===== src/rtl/duck_pkg.sv =====
// Shared state type and default game constants for the Duck Hunt round sequencer.
package duck_pkg;

  typedef enum logic [2:0] {
    ST_IDLE       = 3'd0,
    ST_WAIT_HUNT  = 3'd1,
    ST_SPAWN      = 3'd2,
    ST_FLYING     = 3'd3,
    ST_AFTER_DUCK = 3'd4,
    ST_ROUND_END  = 3'd5,
    ST_OVER       = 3'd6
  } round_state_t;

  localparam int unsigned DEF_DUCKS_PER_ROUND = 10;
  localparam int unsigned DEF_PASS_HITS       = 6;
  localparam int unsigned DEF_MAX_ROUND       = 9;
  localparam logic [2:0]  MAX_SPEED           = 3'd7;

endpackage


===== src/rtl/duck_timer.sv =====
// Loadable 32-bit down-counter; shared by the flight and pause phases of the round sequencer.
module duck_timer (
  input  logic        clk,
  input  logic        rst,
  input  logic        load_i,
  input  logic [31:0] load_val_i,
  input  logic        dec_i,
  output logic        zero_o
);

  logic [31:0] count_q;

  // NOTE: state uses non-blocking assignments and a synchronous reset inside the clocked block,
  // so every register sees the same pre-edge values and reset needs no separate sensitivity.
  always_ff @(posedge clk) begin
    if (rst) begin
      count_q <= '0;
    end else if (load_i) begin
      count_q <= load_val_i;
    end else if (dec_i && (count_q != '0)) begin
      count_q <= count_q - 32'd1;
    end
  end

  assign zero_o = (count_q == '0);

endmodule


===== src/rtl/duck_round_ctrl.sv =====
// Round/duck sequencer above duck_game_logic: releases ducks, times flights and pauses,
// tallies hits per round and decides advance, loss or win.
module duck_round_ctrl
  import duck_pkg::*;
#(
  parameter int unsigned DUCKS_PER_ROUND = DEF_DUCKS_PER_ROUND,
  parameter int unsigned PASS_HITS       = DEF_PASS_HITS,
  parameter int unsigned MAX_ROUND       = DEF_MAX_ROUND,
  parameter int unsigned FLY_CYCLES      = 260_000_000,
  parameter int unsigned PAUSE_CYCLES    = 65_000_000
) (
  input  logic       clk,
  input  logic       rst,
  input  logic       game_start,
  input  logic       hunt_start,
  input  logic       duck_killed,
  input  logic [5:0] bullets_left,
  input  logic [2:0] bullets_in_magazine,
  output logic       game_enable,
  output logic       duck_spawn,
  output logic       duck_active,
  output logic       duck_escaped,
  output logic [2:0] duck_speed,
  output logic [3:0] round_num,
  output logic [3:0] duck_index,
  output logic [3:0] ducks_hit,
  output logic       game_over,
  output logic       game_won
);

  // Timer holds N-1 so each phase lasts exactly N cycles including the zero cycle.
  localparam logic [31:0] FLY_LOAD   = 32'(FLY_CYCLES - 1);
  localparam logic [31:0] PAUSE_LOAD = 32'(PAUSE_CYCLES - 1);
  localparam logic [3:0]  LAST_DUCK  = 4'(DUCKS_PER_ROUND - 1);
  localparam logic [3:0]  PASS_MIN   = 4'(PASS_HITS);
  localparam logic [3:0]  LAST_ROUND = 4'(MAX_ROUND);

  round_state_t state_q, state_d;
  logic       game_enable_q, game_enable_d;
  logic       duck_spawn_q, duck_spawn_d;
  logic       duck_active_q, duck_active_d;
  logic       duck_escaped_q, duck_escaped_d;
  logic [2:0] duck_speed_q, duck_speed_d;
  logic [3:0] round_num_q, round_num_d;
  logic [3:0] duck_index_q, duck_index_d;
  logic [3:0] ducks_hit_q, ducks_hit_d;
  logic       game_over_q, game_over_d;
  logic       game_won_q, game_won_d;
  logic       ammo_out_q, ammo_out_d;

  logic        tmr_load;
  logic [31:0] tmr_val;
  logic        tmr_dec;
  logic        tmr_zero;
  logic        ammo_empty;

  assign ammo_empty = (bullets_left == '0) && (bullets_in_magazine == '0);

  duck_timer u_timer (
    .clk        (clk),
    .rst        (rst),
    .load_i     (tmr_load),
    .load_val_i (tmr_val),
    .dec_i      (tmr_dec),
    .zero_o     (tmr_zero)
  );

  always_comb begin
    // NOTE: every combinational output gets a default first, so no path can infer a latch.
    state_d        = state_q;
    game_enable_d  = game_enable_q;
    duck_spawn_d   = 1'b0;
    duck_active_d  = duck_active_q;
    duck_escaped_d = 1'b0;
    duck_speed_d   = duck_speed_q;
    round_num_d    = round_num_q;
    duck_index_d   = duck_index_q;
    ducks_hit_d    = ducks_hit_q;
    game_over_d    = game_over_q;
    game_won_d     = game_won_q;
    ammo_out_d     = ammo_out_q;
    tmr_load       = 1'b0;
    tmr_val        = PAUSE_LOAD;
    tmr_dec        = 1'b0;

    unique case (state_q)
      ST_IDLE: begin
        if (game_start) begin
          state_d       = ST_WAIT_HUNT;
          game_enable_d = 1'b1;
        end
      end
      ST_WAIT_HUNT: begin
        if (hunt_start) state_d = ST_SPAWN;
      end
      ST_SPAWN: begin
        duck_spawn_d  = 1'b1;
        duck_active_d = 1'b1;
        tmr_load      = 1'b1;
        tmr_val       = FLY_LOAD;
        state_d       = ST_FLYING;
      end
      ST_FLYING: begin
        tmr_dec = 1'b1;
        // A hit outranks a simultaneous timeout or ammunition-out.
        if (duck_killed) begin
          ducks_hit_d   = ducks_hit_q + 4'd1;
          duck_active_d = 1'b0;
          tmr_load      = 1'b1;
          state_d       = ST_AFTER_DUCK;
        end else if (tmr_zero || ammo_empty) begin
          duck_escaped_d = 1'b1;
          ammo_out_d     = !tmr_zero;
          duck_active_d  = 1'b0;
          tmr_load       = 1'b1;
          state_d        = ST_AFTER_DUCK;
        end
      end
      ST_AFTER_DUCK: begin
        tmr_dec = 1'b1;
        if (tmr_zero) begin
          if (ammo_out_q) begin
            state_d       = ST_OVER;
            game_over_d   = 1'b1;
            game_won_d    = 1'b0;
            game_enable_d = 1'b0;
          end else if (duck_index_q == LAST_DUCK) begin
            tmr_load = 1'b1;
            state_d  = ST_ROUND_END;
          end else begin
            duck_index_d = duck_index_q + 4'd1;
            state_d      = ST_SPAWN;
          end
        end
      end
      ST_ROUND_END: begin
        tmr_dec = 1'b1;
        if (tmr_zero) begin
          if (ducks_hit_q < PASS_MIN) begin
            state_d       = ST_OVER;
            game_over_d   = 1'b1;
            game_won_d    = 1'b0;
            game_enable_d = 1'b0;
          end else if (round_num_q == LAST_ROUND) begin
            state_d       = ST_OVER;
            game_over_d   = 1'b1;
            game_won_d    = 1'b1;
            game_enable_d = 1'b0;
          end else begin
            round_num_d  = round_num_q + 4'd1;
            duck_speed_d = (duck_speed_q == MAX_SPEED) ? MAX_SPEED : duck_speed_q + 3'd1;
            ducks_hit_d  = '0;
            duck_index_d = '0;
            state_d      = ST_SPAWN;
          end
        end
      end
      ST_OVER: begin
        if (game_start) begin
          state_d       = ST_WAIT_HUNT;
          game_enable_d = 1'b1;
          game_over_d   = 1'b0;
          game_won_d    = 1'b0;
          ammo_out_d    = 1'b0;
          duck_speed_d  = '0;
          round_num_d   = 4'd1;
          duck_index_d  = '0;
          ducks_hit_d   = '0;
        end
      end
      default: state_d = ST_IDLE;
    endcase
  end

  always_ff @(posedge clk) begin
    if (rst) begin
      state_q        <= ST_IDLE;
      game_enable_q  <= 1'b0;
      duck_spawn_q   <= 1'b0;
      duck_active_q  <= 1'b0;
      duck_escaped_q <= 1'b0;
      duck_speed_q   <= '0;
      round_num_q    <= 4'd1;
      duck_index_q   <= '0;
      ducks_hit_q    <= '0;
      game_over_q    <= 1'b0;
      game_won_q     <= 1'b0;
      ammo_out_q     <= 1'b0;
    end else begin
      state_q        <= state_d;
      game_enable_q  <= game_enable_d;
      duck_spawn_q   <= duck_spawn_d;
      duck_active_q  <= duck_active_d;
      duck_escaped_q <= duck_escaped_d;
      duck_speed_q   <= duck_speed_d;
      round_num_q    <= round_num_d;
      duck_index_q   <= duck_index_d;
      ducks_hit_q    <= ducks_hit_d;
      game_over_q    <= game_over_d;
      game_won_q     <= game_won_d;
      ammo_out_q     <= ammo_out_d;
    end
  end

  assign game_enable  = game_enable_q;
  assign duck_spawn   = duck_spawn_q;
  assign duck_active  = duck_active_q;
  assign duck_escaped = duck_escaped_q;
  assign duck_speed   = duck_speed_q;
  assign round_num    = round_num_q;
  assign duck_index   = duck_index_q;
  assign ducks_hit    = ducks_hit_q;
  assign game_over    = game_over_q;
  assign game_won     = game_won_q;

endmodule


===== config.mk =====
export PLATFORM = sky130hd
export DESIGN_NAME = duck_round_ctrl
export DESIGN_NICKNAME = d
export VERILOG_FILES = /design/src/rtl/duck_pkg.sv /design/src/rtl/duck_timer.sv /design/src/rtl/duck_round_ctrl.sv
export SDC_FILE = /design/constraint.sdc
export NUM_CORES = 1
export LEC_CHECK = 0
export ABC_AREA = 0
export BUFFER_PORTS_ARGS = -buffer_cell sky130_fd_sc_hd__buf_2
export CORE_ASPECT_RATIO = 1.4
export CORE_UTILIZATION = 58
export CTS_CLUSTER_DIAMETER = 40
export DETAILED_ROUTE_END_ITERATION = 12
export HOLD_SLACK_MARGIN = 0.15
export PLACE_DENSITY = 0.89
export SLEW_MARGIN = 20
export SYNTH_ARGS = -nofsm -noshare
export SYNTH_HDL_FRONTEND = slang
export SYNTH_SLANG_ARGS = --single-unit

===== constraint.sdc =====
create_clock -name clk -period 3.14 [get_ports clk]
set_input_delay 0.157 -clock clk [delete_from_list [all_inputs] [get_ports clk]]
set_output_delay 0.157 -clock clk [all_outputs]
set_load 0.01 [all_outputs]

==> flow_summary.json <==
{
  "routed.top_layer": "met4",
  "leakagePower_nw": 1.40,
  "coreArea_sq_mm": 0.00520,
  "cts_buffers": 9,
  "slowest_delay_ps": 780,
  "cp-end-kind": "flip-flop",
  "drc": 0,
  "antenna_found_initial": 0,
  "relSlewSlack": 0.310,
  "grt_use_total": 0.315,
  "met2_length_mm": 4.39,
  "cts_tree": "yes",
  "clock_latency_ps": 350,
  "vias_per_cell": 6.52,
  "fill_cells": 436,
  "drive_gt1_frac": 0.174,
  "grt_pass1_vias": 3060,
  "die_h_microns": 88.9,
  "crit_cells": 9,
  "hpwlAfterDp_mm": 5.81,
  "hold_depth": 4,
  "avgSynthCellArea_sq_um": 8.25,
  "arrival_ps": 2920,
  "rsz0062_at_grt": "no",
  "synth_seq_cells": 57,
  "syn_area_sq_mm": 0.00313,
  "async_reset_ff_frac": 0,
  "yosysTopAreaCell": "dfxtp_1",
  "route.met3.wl_microns": 541,
  "first_iter_violations": 208,
  "period_share": 0.877,
  "drv_cap": 0,
  "routedWlPerCell_microns": 17.3,
  "critical_path_buf_inv_count": 2,
  "tightest_slew_ps": 1030,
  "yosys_most_used_dff": "dfxtp_1",
  "rows": 31,
  "critPathKind": "reg -> reg",
  "grt_max_degree": 38,
  "setup_viol": 0,
  "start_util": 0.602,
  "synth_edf_count": 0,
  "netlist_instances": 379,
  "clock_path_buffers": 2,
  "ys_warn_count": 0,
  "syn-num-nets": 401,
  "worstPathRequired_ps": 3300,
  "slowest_stage": "nor2_1",
  "wl_met1_mm": 3.12,
  "port_buffers": 34,
  "place.gp.congestion": 0.936,
  "die_w_microns": 64.1,
  "first_pass_iters": 5,
  "h-tree-depth": 3,
  "cp_cell_sequence": "inv_1, ha_1, nor2b_1, nand4_1, nor3_2, buf_4, o21a_1, nor2_1, a21oi_1",
  "final-hold-violation-count": 0,
  "power_w": 0.00393,
  "cts.clk_slew.worst_paths_ps": 70,
  "die_area_sq_mm": 0.00569,
  "wl_mm": 8.54,
  "status": "complete, no violations",
  "vias": 3207,
  "cp-start-kind": "flip-flop",
  "synth.distinct_cells": 56,
  "nNetsFinal": 443,
  "cts_root_buffer": "clkbuf_8",
  "hold_class": "in -> reg",
  "fin_worst_skew_ps": 12.3,
  "grt_pass1_wl_mm": 13.6,
  "max_freq_mhz": 363,
  "final_max_slew_viol_count": 0,
  "rr_worst_depth": 9,
  "area_delta_synth_final_pct": 16.2,
  "diodes": 0,
  "ios": 35,
  "cts_sinks": 57,
  "p_per_area_mw_per_mm2": 1080,
  "crit_fanout": 15,
  "ys_seq_area_frac": 0.365,
  "critPathTopFamily": "simple AND/OR/NAND/NOR gates",
  "setup_tns_ps": 0,
  "fin_crit_ps": 2750,
  "vdd_drop_max_mv": 0.565,
  "overflow": 0,
  "ant_nets": 0,
  "post-synth-top-area-fraction": 0.365,
  "synth_area_leaders": "dfxtp_1, a21oi_1, nor2_1"
}
[registers in the layout, summed over array words and instances, names as in the netlist]
name / count
ammo_out_q: 1
duck_active: 1
duck_escaped: 1
duck_index: 4
duck_spawn: 1
duck_speed: 3
ducks_hit: 4
game_enable: 1
game_over: 1
game_won: 1
round_num: 4
state_q: 3
u_timer.count_q: 32
[layout by cell type (no fill, tap or decap), types with 5 or more instances in the layout]
master	count
dfxtp_1	57
nor2_1	51
a21oi_1	40
buf_2	34
nand2_1	25
nand3_1	18
xor2_1	16
o21ai_0	16
nor4_1	13
nor3_1	13
xnor2_1	12
clkbuf_8	11
buf_4	11
inv_1	8
ha_1	8
nand4_1	7
a31oi_1	7
nand2b_1	5
[power breakdown]
group	switching [W]	internal, W	total [W]
logic	0.00126	0.000726	0.00199
registers	0.000242	0.000911	0.00115
clock network	0.000299	0.000490	0.000790
total	0.00180	0.00213	0.00393
[synthesized netlist by cell type (7+ instances only)]
cell	number
nor3_1	13
xnor2_1	12
inv_1	8
nor2_1	51
xor2_1	16
clkbuf_1	10
nand3_1	18
o21ai_0	16
ha_1	8
a31oi_1	7
a21oi_1	40
nand2_1	25
nand4_1	7
nor4_1	13
dfxtp_1	57
[layout make-up]
class                      count  area [sq um]  area share
clock buffer                  12           155      0.0427
clock inverter                 4          75.1      0.0207
inverter                       8          30.0     0.00826
multi-input combinational    299          1890       0.519
sequential                    57          1140       0.314
tap                           66          82.6      0.0227
timing repair buffer          46           263      0.0723
[worst reg2reg max path, cell delays in order, from the launching register on]
cell and delay (ps):
dfxtp_1 410, inv_1 80, ha_1 200, nor2b_1 150, nand4_1 290, nor3_2 90, buf_4 170, o21a_1 210
nor2_1 780, a21oi_1 200
[final timing paths]
kind                            from                   to  slack (ps)
setup / recovery  u_timer.count_q[0]  u_timer.count_q[16]         390
setup reg to reg  u_timer.count_q[0]  u_timer.count_q[16]         390
hold / removal       bullets_left[2]           ammo_out_q         180
hold reg to reg            game_over            game_over         480
[metrics by stage]
stage          hold WS (ps)  utilization  cells  worst slack [ps]  instance area (sq um)
2_1_floorplan           317            -    379               807                   3130
4_1_cts                 160        0.699    492               394                   3630
5_1_grt                 175        0.699    492               110                   3630
6_report                177        0.699    492               386                   3630
3_5_place_dp            459        0.653    475               439                   3390
3_3_place_gp            462        0.653    475               563                   3390
[per-layer routing]
| layer | vias to the layer above | GRT usage |
|---|---|---|
| met3 | 56 | 0.0760 |
| met5 | - | 0 |
| met2 | 166 | 0.577 |
| li1 | 1481 | - |
| met1 | 1504 | 0.302 |
| met4 | 0 | 0.246 |
[cell families after synthesis]
family,after synthesis,synth area share
AND/OR/NAND/NOR,163,0.278
buffers and inverters,23,0.0312
multiplexers,4,0.0136
AO/OA/AOI/OAI,96,0.202
flip-flops,57,0.365
XOR/XNOR,28,0.0784
adder cells (fa/ha/maj),8,0.0320
[timing repair]
item / in CTS / in global routing
buffers inserted: 0 / 0
hold endpoints to repair: 1 / 0
gates resized for setup: 0 / 0
hold buffers: 1 / 0
Note: power is estimated with default switching activity, not from simulation.
